## src/rtl/cpu_pkg.sv

```systemverilog
// Shared definitions for the CPU front end.
//   fetch_state_t       : 2-bit fetch controller state encoding
//   OPCODE_MSB/LSB      : position of the opcode field in an instruction word
//   HALT_OPCODE_DEFAULT : opcode value that stops instruction fetch
//   opcode_of()         : extracts the opcode field from an instruction word
package cpu_pkg;

  typedef enum logic [1:0] {
    ST_IDLE  = 2'd0,
    ST_FETCH = 2'd1,
    ST_STALL = 2'd2,
    ST_HALT  = 2'd3
  } fetch_state_t;

  localparam int OPCODE_MSB = 31;
  localparam int OPCODE_LSB = 29;
  localparam int OPCODE_W   = OPCODE_MSB - OPCODE_LSB + 1;

  localparam logic [OPCODE_W-1:0] HALT_OPCODE_DEFAULT = 3'b111;

  function automatic logic [OPCODE_W-1:0] opcode_of(input logic [31:0] word);
    return word[OPCODE_MSB:OPCODE_LSB];
  endfunction

endpackage

```

## src/rtl/fetch_controller.sv

```systemverilog
// Instruction fetch controller.
// Drives the PC to an external instruction memory (combinational read),
// registers the returned word toward decode with a valid/ready handshake,
// follows redirects from execute and stops on the halt opcode.
//
// Ports
//   clk             : clock, all state changes on the rising edge
//   rst             : synchronous active-high reset
//   start           : pulse that leaves IDLE and begins fetching
//   inst_address    : current PC, address presented to instruction memory
//   read_data       : instruction word read from inst_address
//   redirect_valid  : branch/jump request, highest priority outside IDLE
//   redirect_target : new PC on a redirect
//   inst_out        : registered instruction toward decode
//   pc_out          : address inst_out was fetched from
//   inst_valid      : inst_out/pc_out hold a valid instruction
//   inst_ready      : decode accepts inst_out this cycle
//   halted          : high while in the HALT state
module fetch_controller
  import cpu_pkg::*;
#(
  parameter logic [15:0] START_ADDR  = 16'h0000,
  parameter logic [2:0]  HALT_OPCODE = HALT_OPCODE_DEFAULT
) (
  input  logic        clk,
  input  logic        rst,
  input  logic        start,
  output logic [15:0] inst_address,
  input  logic [31:0] read_data,
  input  logic        redirect_valid,
  input  logic [15:0] redirect_target,
  output logic [31:0] inst_out,
  output logic [15:0] pc_out,
  output logic        inst_valid,
  input  logic        inst_ready,
  output logic        halted
);

  fetch_state_t state;
  logic [15:0]  pc_p0;
  logic         slot_free;
  logic         halt_word;

  assign inst_address = pc_p0;

  // The output slot can take a new word when it is empty or being drained.
  assign slot_free = !inst_valid || inst_ready;
  assign halt_word = (opcode_of(read_data) == HALT_OPCODE);

  // Stage p0 -> p1: PC addresses memory, returned word is registered out.
  always_ff @(posedge clk) begin
    if (rst) begin
      state      <= ST_IDLE;
      pc_p0      <= START_ADDR;
      inst_out   <= '0;
      pc_out     <= '0;
      inst_valid <= 1'b0;
      halted     <= 1'b0;
    end else if (redirect_valid && (state != ST_IDLE)) begin
      // Redirect discards whatever is pending, including a delivered halt.
      state      <= ST_FETCH;
      pc_p0      <= redirect_target;
      inst_valid <= 1'b0;
      halted     <= 1'b0;
    end else begin
      case (state)
        ST_IDLE: begin
          if (start) state <= ST_FETCH;
        end
        ST_FETCH, ST_STALL: begin
          if (slot_free) begin
            inst_out   <= read_data;
            pc_out     <= pc_p0;
            inst_valid <= 1'b1;
            if (halt_word) begin
              // PC stays on the halt instruction's address.
              state  <= ST_HALT;
              halted <= 1'b1;
            end else begin
              pc_p0 <= pc_p0 + 16'd1;
              state <= ST_FETCH;
            end
          end else begin
            state <= ST_STALL;
          end
        end
        ST_HALT: begin
          if (inst_ready) inst_valid <= 1'b0;
        end
      endcase
    end
  end

endmodule

```

## config.mk

```make
export PLATFORM = sky130hd
export DESIGN_NAME = fetch_controller
export DESIGN_NICKNAME = d
export VERILOG_FILES = /design/src/rtl/cpu_pkg.sv /design/src/rtl/fetch_controller.sv
export SDC_FILE = /design/constraint.sdc
export NUM_CORES = 1
export LEC_CHECK = 0
export CORE_MARGIN = 2
export CORE_UTILIZATION = 45
export DETAILED_ROUTE_END_ITERATION = 10
export PLACE_DENSITY = 0.95
export SLEW_MARGIN = 5
export SYNTH_ARGS = -nofsm -noshare
export SYNTH_HDL_FRONTEND = slang
export SYNTH_SLANG_ARGS = --single-unit
```

## constraint.sdc

```tcl
create_clock -name clk -period 4 [get_ports clk]
set_clock_uncertainty 0.05 [all_clocks]
set_input_delay 0.8 -clock clk [delete_from_list [all_inputs] [get_ports clk]]
set_output_delay 0.8 -clock clk [all_outputs]
set_load 0.02 [all_outputs]
```

# Word-level counts from Yosys, hierarchy flattened
# Index checks and enable logic that the tools add are counted.
[totals] register_bits=68 input_bits=53 out_inout_bits=66
[classes] n_addsub=1 eq_ne=9 muxes=12 n_bitwise=1 n_reduce_logical=18
[op_table] cell="two-way mux 16 bit" n=4
[op_table] cell="adder 16 x 1 -> 16 bit, second input constant" n=1
[op_table] cell="AND reduction 3 bit" n=4
[op_table] cell="nonzero test 2 bit" n=5
[op_table] cell="two-way mux 2 bit" n=3
[op_table] cell="!= test 2 bit, second input constant" n=3
[op_table] cell="== test 2 bit, second input constant" n=2
[op_table] cell="one-hot mux 2 bit (2 select lines)" n=1
[op_table] cell="AND reduction 2 bit" n=2
[op_table] cell="OR reduction 2 bit" n=2
[op_table] cell="== test 3 bit, second input constant" n=1
[op_table] cell="two-way mux 1 bit" n=3
[op_table] cell="!= test 3 bit, second input constant" n=1
[op_table] cell="nonzero test 3 bit" n=1
[op_table] cell="== test 2 x 1 -> 1 bit, second input constant" n=1
[op_table] cell="logical NOT 2 bit" n=1
[op_table] cell="!= test 2 x 1 -> 1 bit, second input constant" n=1
[op_table] cell="one-hot mux 1 bit (2 select lines)" n=1
[op_table] cell="logical AND 1 bit" n=1
[op_table] cell="logical NOT 1 bit" n=1
[op_table] cell="logical OR 1 bit" n=1
[op_table] cell="inverter 1 bit" n=1

# Longest topological paths before layout
# Gate-level depths: netlist of run 1.
[depth] word_depth=5 mapped_depth=9 mapped_depth_nobuf=6

# Least setup slack after synthesis of run 1
# No wires, ideal clock.
[synth_timing] path_type="input to register" start="input port read_data[30]" end="register pc_p0[12], in the netlist inst_address[12]" setup_ps=91 arrival_ps=2287 t_required_ps=3859 slack_ps=1573 stages=5 path_buffers=1 cell_sequence="and3_4 or4b_1 buf_2 or4_1 a311oi_1"
[synth_via] elab_chain_cells=3
[synth_rtl] item="from (decl)" line_no="fetch_controller.sv:29" source="input logic [31:0] read_data,"
[synth_rtl] item="== test 3 bit" line_no="fetch_controller.sv:48" source="assign halt_word = (opcode_of(read_data) == HALT_OPCODE);"
[synth_rtl] item="!= test 2 x 1 -> 1 bit (no line)"
[synth_rtl] item="AND reduction 3 bit (no line)"
[synth_rtl] item="to (signal assigned)" line_no="fetch_controller.sv:62" source="pc_p0 <= redirect_target;"
[synth_rtl] item="to (signal assigned)" line_no="fetch_controller.sv:80" source="pc_p0 <= pc_p0 + 16'd1;"
[synth_rtl] item="to (decl)" line_no="fetch_controller.sv:40" source="logic [15:0] pc_p0;"
# Every way passes these cells.
# A chain may end at the register's enable or synchronous reset.

# Final worst setup path of run 1
[layout_timing] start="input port read_data[30]" end="register pc_p0[13], in the netlist inst_address[13]"
# The elaborated chain is that of the path after synthesis.

==> results of run 1 <==
## cells in the final DEF (no fill, tap or decap), drive strengths merged, types with 3 or more instances in the layout
master and count:
o21ai 6, nor2b 3, o31ai 5, inv 3, nor2 14, dfxtp 68, ha 3, nand2b 3
or4 7, a21oi 51, nand2 104, a211oi 6, a311oi 8, or3 6, nand4 5, xor2 3
nand3 8, buf 3, nor3 3, clkbuf 11, clkdlybuf4s50 117
## state kept, by name, summed over array words and instances (netlist names)
signal and count:
inst_valid 1, inst_address 16, pc_out 16, halted 1, state 2, inst_out 32
## how the worst max path moves through the flow
stage / cells past startpoint / to / slack (ps) / from
finish: 5 / inst_address[13] / 1330 / read_data[30]
global route: 5 / pc_out[2] / 1200 / redirect_valid
CTS: 5 / inst_address[13] / 1340 / read_data[30]
detailed placement: 5 / inst_address[13] / 990 / read_data[30]
global placement: 5 / inst_address[11] / 1060 / read_data[30]
floorplan: 5 / inst_address[12] / 1570 / read_data[30]
## stage by stage
step / std cells / worst slack [ps] / area [sq um] / total power (uW) / hold WS (ps)
finish: 534 / 1330 / 4200 / 1910 / 404
CTS: 534 / 1340 / 4200 / 1930 / 406
global route: 534 / 1200 / 4200 / 2000 / 424
global placement: 518 / 1060 / 3960 / 1270 / 390
floorplan: 349 / 1570 / 2770 / 1060 / 478
detailed placement: 518 / 988 / 3960 / 1280 / 396
## tightest hold or removal path, cell delays in order, from the launching register on
cell and delay [ps]:
dfxtp_1 310, nand2_1 50, a21oi_1 50
## kinds of logic (layout without fill, tap and decap cells)
| kind of cell | Yosys count | count (layout) | share of synthesized area |
|---|---|---|---|
| AO/OA/AOI/OAI | 81 | 81 | 0.172 |
| XOR/XNOR | 5 | 5 | 0.0158 |
| adder cells (fa/ha/maj) | 3 | 3 | 0.0135 |
| buffers and inverters | 29 | 139 | 0.0415 |
| flip-flops | 68 | 68 | 0.491 |
| multiplexers | 1 | 1 | 0.00361 |
| AND/OR/NAND/NOR | 162 | 162 | 0.263 |
## layer usage
layer  track usage  up-vias
met5             0        -
met1         0.255     1323
met2         0.384       90
met4         0.100        0
li1              -     1420
met3        0.0652       13
## final cells by class
class	count	area share
sequential	68	0.324
multi-input combinational	252	0.311
timing repair buffer	120	0.284
clock buffer	11	0.0361
tap	75	0.0224
clock inverter	5	0.0200
inverter	3	0.00268
## power by group through the flow
stage	clock, uW	sequential, uW	combinational [uW]
floorplan	0	882	175
global placement	0	810	456
detailed placement	0	815	465
CTS	658	800	467
global route	688	811	505
finish	644	802	462
==> impl_summary.log, run 1 <==
INFO  metric insertedDiodeCount = 0
INFO  metric critical_path.max_fanout = 11
INFO  metric post_route_cells_drive_above_1_share = 0.0479
INFO  metric route.met3.wl = 555 um
INFO  metric reg2reg_from = state[1]
INFO  metric synthFlopType = dfxtp_1
INFO  metric numClockSinks = 68
INFO  metric post_synth_main_area_contributors = dfxtp_1 49%, nand2_1 14%, a21oi_1 9.2%
INFO  metric async_reset_ff_frac = 0
INFO  metric setup.reg_to_reg.worst_slack = 1450 ps
INFO  metric syn_area = 2770 sq um
INFO  metric combPwrFrac = 0.242
INFO  metric max_cap_viol_count = 0
INFO  metric insertion_delay = 340 ps
INFO  metric nets = 510
INFO  metric total_nets_after_synthesis = 405
INFO  metric cts.htree.levels = 3
INFO  metric ys.warnings.count = 0
INFO  metric synth_edf_count = 0
INFO  metric port-buffer-count = 118
INFO  metric most_instantiated_cells_after_synthesis = 104 x nand2_1, 68 x dfxtp_1, 51 x a21oi_1
INFO  metric boundaryPins = 119
INFO  metric die_x = 82.5 um
INFO  metric synthesis.instances = 349
INFO  metric critical_path.endpoint_type = flip-flop
INFO  metric m1WireLength = 3190 um
INFO  metric std_cell_rows = 28
INFO  metric rd_place_congestion = 0.772
INFO  metric min_delay_worst_endpoint = pc_out[8]
INFO  metric grt_max_degree = 70
INFO  metric dieHeight = 82.5 um
INFO  metric dr.max_layer_used = met4
INFO  metric flow.area_growth_from_synthesis = 51.3%
INFO  metric power_leakage = 0.00145 uW
INFO  metric timing_hold_violations_final = 0
INFO  metric synth_cell_types = 34
INFO  metric synth_top_cell_by_area = dfxtp_1
INFO  metric tritoncts.num_buffers = 9
INFO  metric data_arrival_time_of_the_critical_path = 2870 ps
INFO  metric synth.yosys.seq_area_share = 0.491
INFO  metric groute.usage.overall = 0.223
INFO  metric crit_family = simple AND/OR/NAND/NOR gates
INFO  metric wl_met2 = 3690 um
INFO  metric top_area_cell_type_share_of_the_netlist_area = 0.491
INFO  metric overflow = 0
INFO  metric grt_pass1_vias = 2644
INFO  metric nFillCells = 480
INFO  metric cp_data_required_time = 4200 ps
INFO  metric rsz_0062_raised_after_global_routing = false
INFO  metric critPathMaxStageDelay = 680 ps
INFO  metric clk_pin_slew = 70 ps
INFO  metric period_minus_slack = 2670 ps
INFO  metric power.density = 455 nW/um^2
INFO  metric dr.pass1.iters = 4
INFO  metric detailroute.via_count = 2846
INFO  metric start_util = 0.466
INFO  metric sw_frac_of_total = 0.297
INFO  metric worst_ir_drop_vdd = 0.332 mV
INFO  metric root_buffer = clkbuf_8
INFO  metric crit_chain = clkdlybuf4s50_1, and3_4, or4_1, or4_1, a311oi_1
INFO  metric run_status = complete, no violations
INFO  metric post_synth.cell_area_avg = 7.95 sq um
INFO  metric resized_gates_after_cts = 0
INFO  metric grt_first_pass_wirelength = 11600 um
INFO  metric final_max_slew_viol_count = 0
INFO  metric setup_violations = 0
INFO  metric critical_path.n_buffers_inverters = 1
INFO  metric wl = 7550 um
INFO  metric crit_path_start_kind = input pin
INFO  metric fmax = 375 MHz
INFO  metric fp.dieArea = 6810 sq um
INFO  metric grt_antenna_before_repair = 0
INFO  metric most_common_cell_type_on_the_critical_path = or4_1
INFO  metric clockBufferDepth = 2
INFO  metric multiInputGateArea = 1300 sq um
INFO  metric ctsHoldBuffers = 0
INFO  metric pwr-share-clk = 0.338
INFO  metric postCtsSetupBuffers = 0
INFO  metric worst_slew_pin_slew = 916 ps
INFO  metric critical-path-slowest-cell = or4_1
INFO  metric r2r_end = inst_address[13]
INFO  metric hold_path_depth = 2
INFO  metric ys_ff_latch = 68
INFO  metric final-seq-area = 1360 sq um
INFO  metric setup-tns-final = 0 ps
INFO  metric timing_worst_setup_path_type = input pin to flip-flop
INFO  metric netSwitchingPower = 566 uW
INFO  metric wl_per_cell = 14.1 um
INFO  metric power.internal = 1340 uW
INFO  metric holdCritStartpoint = pc_out[8]
INFO  metric power_frac_seq = 0.420
INFO  metric hold_class = flip-flop to flip-flop
INFO  metric final_core_utilization = 0.705
INFO  metric route.detailed.vias_per_inst = 5.33
INFO  metric post-dp-hpwl = 5170 um
INFO  metric cts_tree = yes
INFO  metric timing.slew.headroom = 0.389
INFO  metric antenna_violating_nets_post_route = 0
INFO  metric part_of_the_cycle_the_worst_path_needs = 0.668
INFO  metric core-area = 5960 sq um
INFO  metric synthMostInstantiatedCell = nand2_1
INFO  metric drcViolationCount = 0
INFO  metric worst_r2r_path_depth = 6
INFO  metric dr.first_iter.drc_count = 150
Power figures use the tool's default switching activity.
==> run 2: changes to the inputs <==
--- a/config.mk
+++ b/config.mk
@@ -6,9 +6,9 @@
 export NUM_CORES = 1
 export LEC_CHECK = 0
 export CORE_MARGIN = 2
-export CORE_UTILIZATION = 45
+export CORE_UTILIZATION = 38
 export DETAILED_ROUTE_END_ITERATION = 10
-export PLACE_DENSITY = 0.95
+export PLACE_DENSITY = 0.87
 export SLEW_MARGIN = 5
 export SYNTH_ARGS = -nofsm -noshare
 export SYNTH_HDL_FRONTEND = slang
==> constraint.sdc (replaced) <==
create_clock -name clk -period 2.25 [get_ports clk]
set_clock_uncertainty 0.05 [all_clocks]
set_input_delay 0.45 -clock clk [delete_from_list [all_inputs] [get_ports clk]]
set_output_delay 0.45 -clock clk [all_outputs]
set_load 0.02 [all_outputs]
==> impl_summary.log, run 2 (synthesized netlist as in run 1, its figures left out) <==
INFO  metric fmax = 464 MHz
INFO  metric cts_tree = yes
INFO  metric timing.slew.headroom = 0.638
INFO  metric grt_max_degree = 55
INFO  metric largest-register = inst_out
INFO  metric clk_pin_slew = 80 ps
INFO  metric sw_frac_of_total = 0.298
INFO  metric setup_violations = 0
INFO  metric timing_worst_setup_path_type = input pin to flip-flop
INFO  metric fin_total_pwr = 3460 uW
INFO  metric critical_path.max_fanout = 6
INFO  metric hold_class = flip-flop to flip-flop
INFO  metric dieHeight = 89.4 um
INFO  metric hold-worst-slack = 405 ps
INFO  metric layout_commonest_cell = clkdlybuf4s50_1
INFO  metric drcViolationCount = 0
INFO  metric cp_data_required_time = 2450 ps
INFO  metric dr.first_iter.drc_count = 125
INFO  metric groute.usage.overall = 0.195
INFO  metric power_frac_seq = 0.406
INFO  metric port-buffer-count = 118
INFO  metric r2r_end = inst_address[10]
INFO  metric largest_reg_flops = 32
INFO  metric holdCritStartpoint = inst_out[5]
INFO  metric std_cell_rows = 31
INFO  metric numClockSinks = 68
INFO  metric clockBufferDepth = 2
INFO  metric ctsHoldBuffers = 0
INFO  metric grt_first_pass_wirelength = 12100 um
INFO  metric power_leakage = 0.00157 uW
INFO  metric insertion_delay = 330 ps
INFO  metric boundaryPins = 119
INFO  metric placement.setup.worst_slack = -372 ps
INFO  metric worst_ir_drop_vdd = 0.450 mV
INFO  metric post_route_cells_drive_above_1_share = 0.103
INFO  metric fp.dieArea = 8000 sq um
INFO  metric netSwitchingPower = 1030 uW
INFO  metric overflow = 0
INFO  metric flow.area_growth_from_synthesis = 60.0%
INFO  metric core-area = 7180 sq um
INFO  metric die_x = 89.4 um
INFO  metric nets = 529
INFO  metric power.internal = 2430 uW
INFO  metric hold_path_depth = 2
INFO  metric max_cap_viol_count = 0
INFO  metric setup.reg_to_reg.worst_slack = 110 ps
INFO  metric rd_place_congestion = 0.830
INFO  metric insertedDiodeCount = 0
INFO  metric grt_pass1_vias = 2670
INFO  metric tritoncts.num_buffers = 9
INFO  metric cts.htree.levels = 3
INFO  metric fin_ws = 93.3 ps
INFO  metric combPwrFrac = 0.272
INFO  metric final_max_slew_viol_count = 0
INFO  metric route.detailed.vias_per_inst = 5.07
INFO  metric reg2reg_from = state[1]
INFO  metric worst_slew_pin_slew = 542 ps
INFO  metric power.density = 780 nW/um^2
INFO  metric antenna_violating_nets_post_route = 0
INFO  metric critical_path.endpoint_type = flip-flop
INFO  metric pwr-share-clk = 0.322
INFO  metric grt_antenna_before_repair = 0
INFO  metric final_cell_mix = 117 x clkdlybuf4s50_1, 103 x nand2_1, 66 x dfxtp_1
INFO  metric wl_per_cell = 13.7 um
INFO  metric setup-tns-final = 0 ps
INFO  metric data_arrival_time_of_the_critical_path = 2350 ps
INFO  metric detailroute.via_count = 2928
INFO  metric part_of_the_cycle_the_worst_path_needs = 0.959
INFO  metric dr.pass1.iters = 4
INFO  metric timing_hold_violations_final = 0
INFO  metric root_buffer = clkbuf_8
INFO  metric worst_r2r_path_depth = 6
INFO  metric start_util = 0.387
INFO  metric final_core_utilization = 0.619
INFO  metric crit_path_start_kind = input pin
INFO  metric period_minus_slack = 2160 ps
INFO  metric wl = 7910 um
INFO  metric post-dp-hpwl = 5770 um
INFO  metric run_status = complete, no violations
INFO  metric min_delay_worst_endpoint = inst_out[5]
INFO  metric rsz_0062_raised_after_global_routing = false
## run 2: changes by cell type in the layout (fill, tap and decap cells not counted), moves of 2 or more
cell and delta:
a311oi_1 -2, a311oi_2 +2, buf_12 +3, buf_4 +16, clkinv_2 +2, clkinvlp_4 -2
dfxtp_1 -2, dfxtp_2 +2
## run 2: final cells by class
class	instances	area [sq um]
sequential	68	1360
timing repair buffer	139	1370
clock buffer	10	138
clock inverter	6	87.6
fill	624	2740
tap	99	124
multi-input combinational	252	1340
inverter	3	11.3
## run 2: worst max-delay path, stage by stage
cell and delay, ps:
clkdlybuf4s50_1 420, and3_4 200, or4b_4 550, or4_1 520, a311oi_2 210
## run 2: metrics by stage
step | cell area [sq um] | cells
2_1_floorplan | 2790 | 349
3_3_place_gp | 4180 | 561
3_5_place_dp | 4180 | 561
4_1_cts | 4410 | 577
5_1_grt | 4440 | 577
6_report | 4440 | 577
## run 2: worst max-delay path by stage
stage                        startpoint               end  slack [ps]
after CTS                      state[0]  inst_address[10]          40
after global placement    read_data[30]  inst_address[10]        -280
final                     read_data[30]  inst_address[10]          90
after floorplan                state[0]  inst_address[10]          -4
after global routing           state[1]  inst_address[10]          10
after detailed placement  read_data[30]  inst_address[10]        -370
## run 2: timing repair
item | CTS | global route
hold endpoints to repair | 0 | 0
pin swaps | 1 | 0
setup buffers | 0 | 0
gates resized for setup | 2 | 3
endpoints found under the setup margin | 3 | 3
## run 2: power by group through the flow
stage               clock (uW)  sequential [uW]  combinational (uW)
global placement             0             1430                 911
finish                    1120             1410                 942
floorplan                    0             1570                 317
detailed placement           0             1430                 933
global route              1190             1420                1020
CTS                       1150             1400                 939
## run 2: metal layers
| layer | up-vias | track usage | share of wire | routed length [um] |
|---|---|---|---|---|
| met1 | 1355 | 0.223 | 0.42 | 3340 |
| met3 | 7 | 0.0508 | 0.074 | 585 |
| met2 | 110 | 0.352 | 0.50 | 3920 |
| met5 | - | 0 | 0 | 0 |
| met4 | 0 | 0.0651 | 0.0080 | 63 |
| li1 | 1456 | - | - | - |
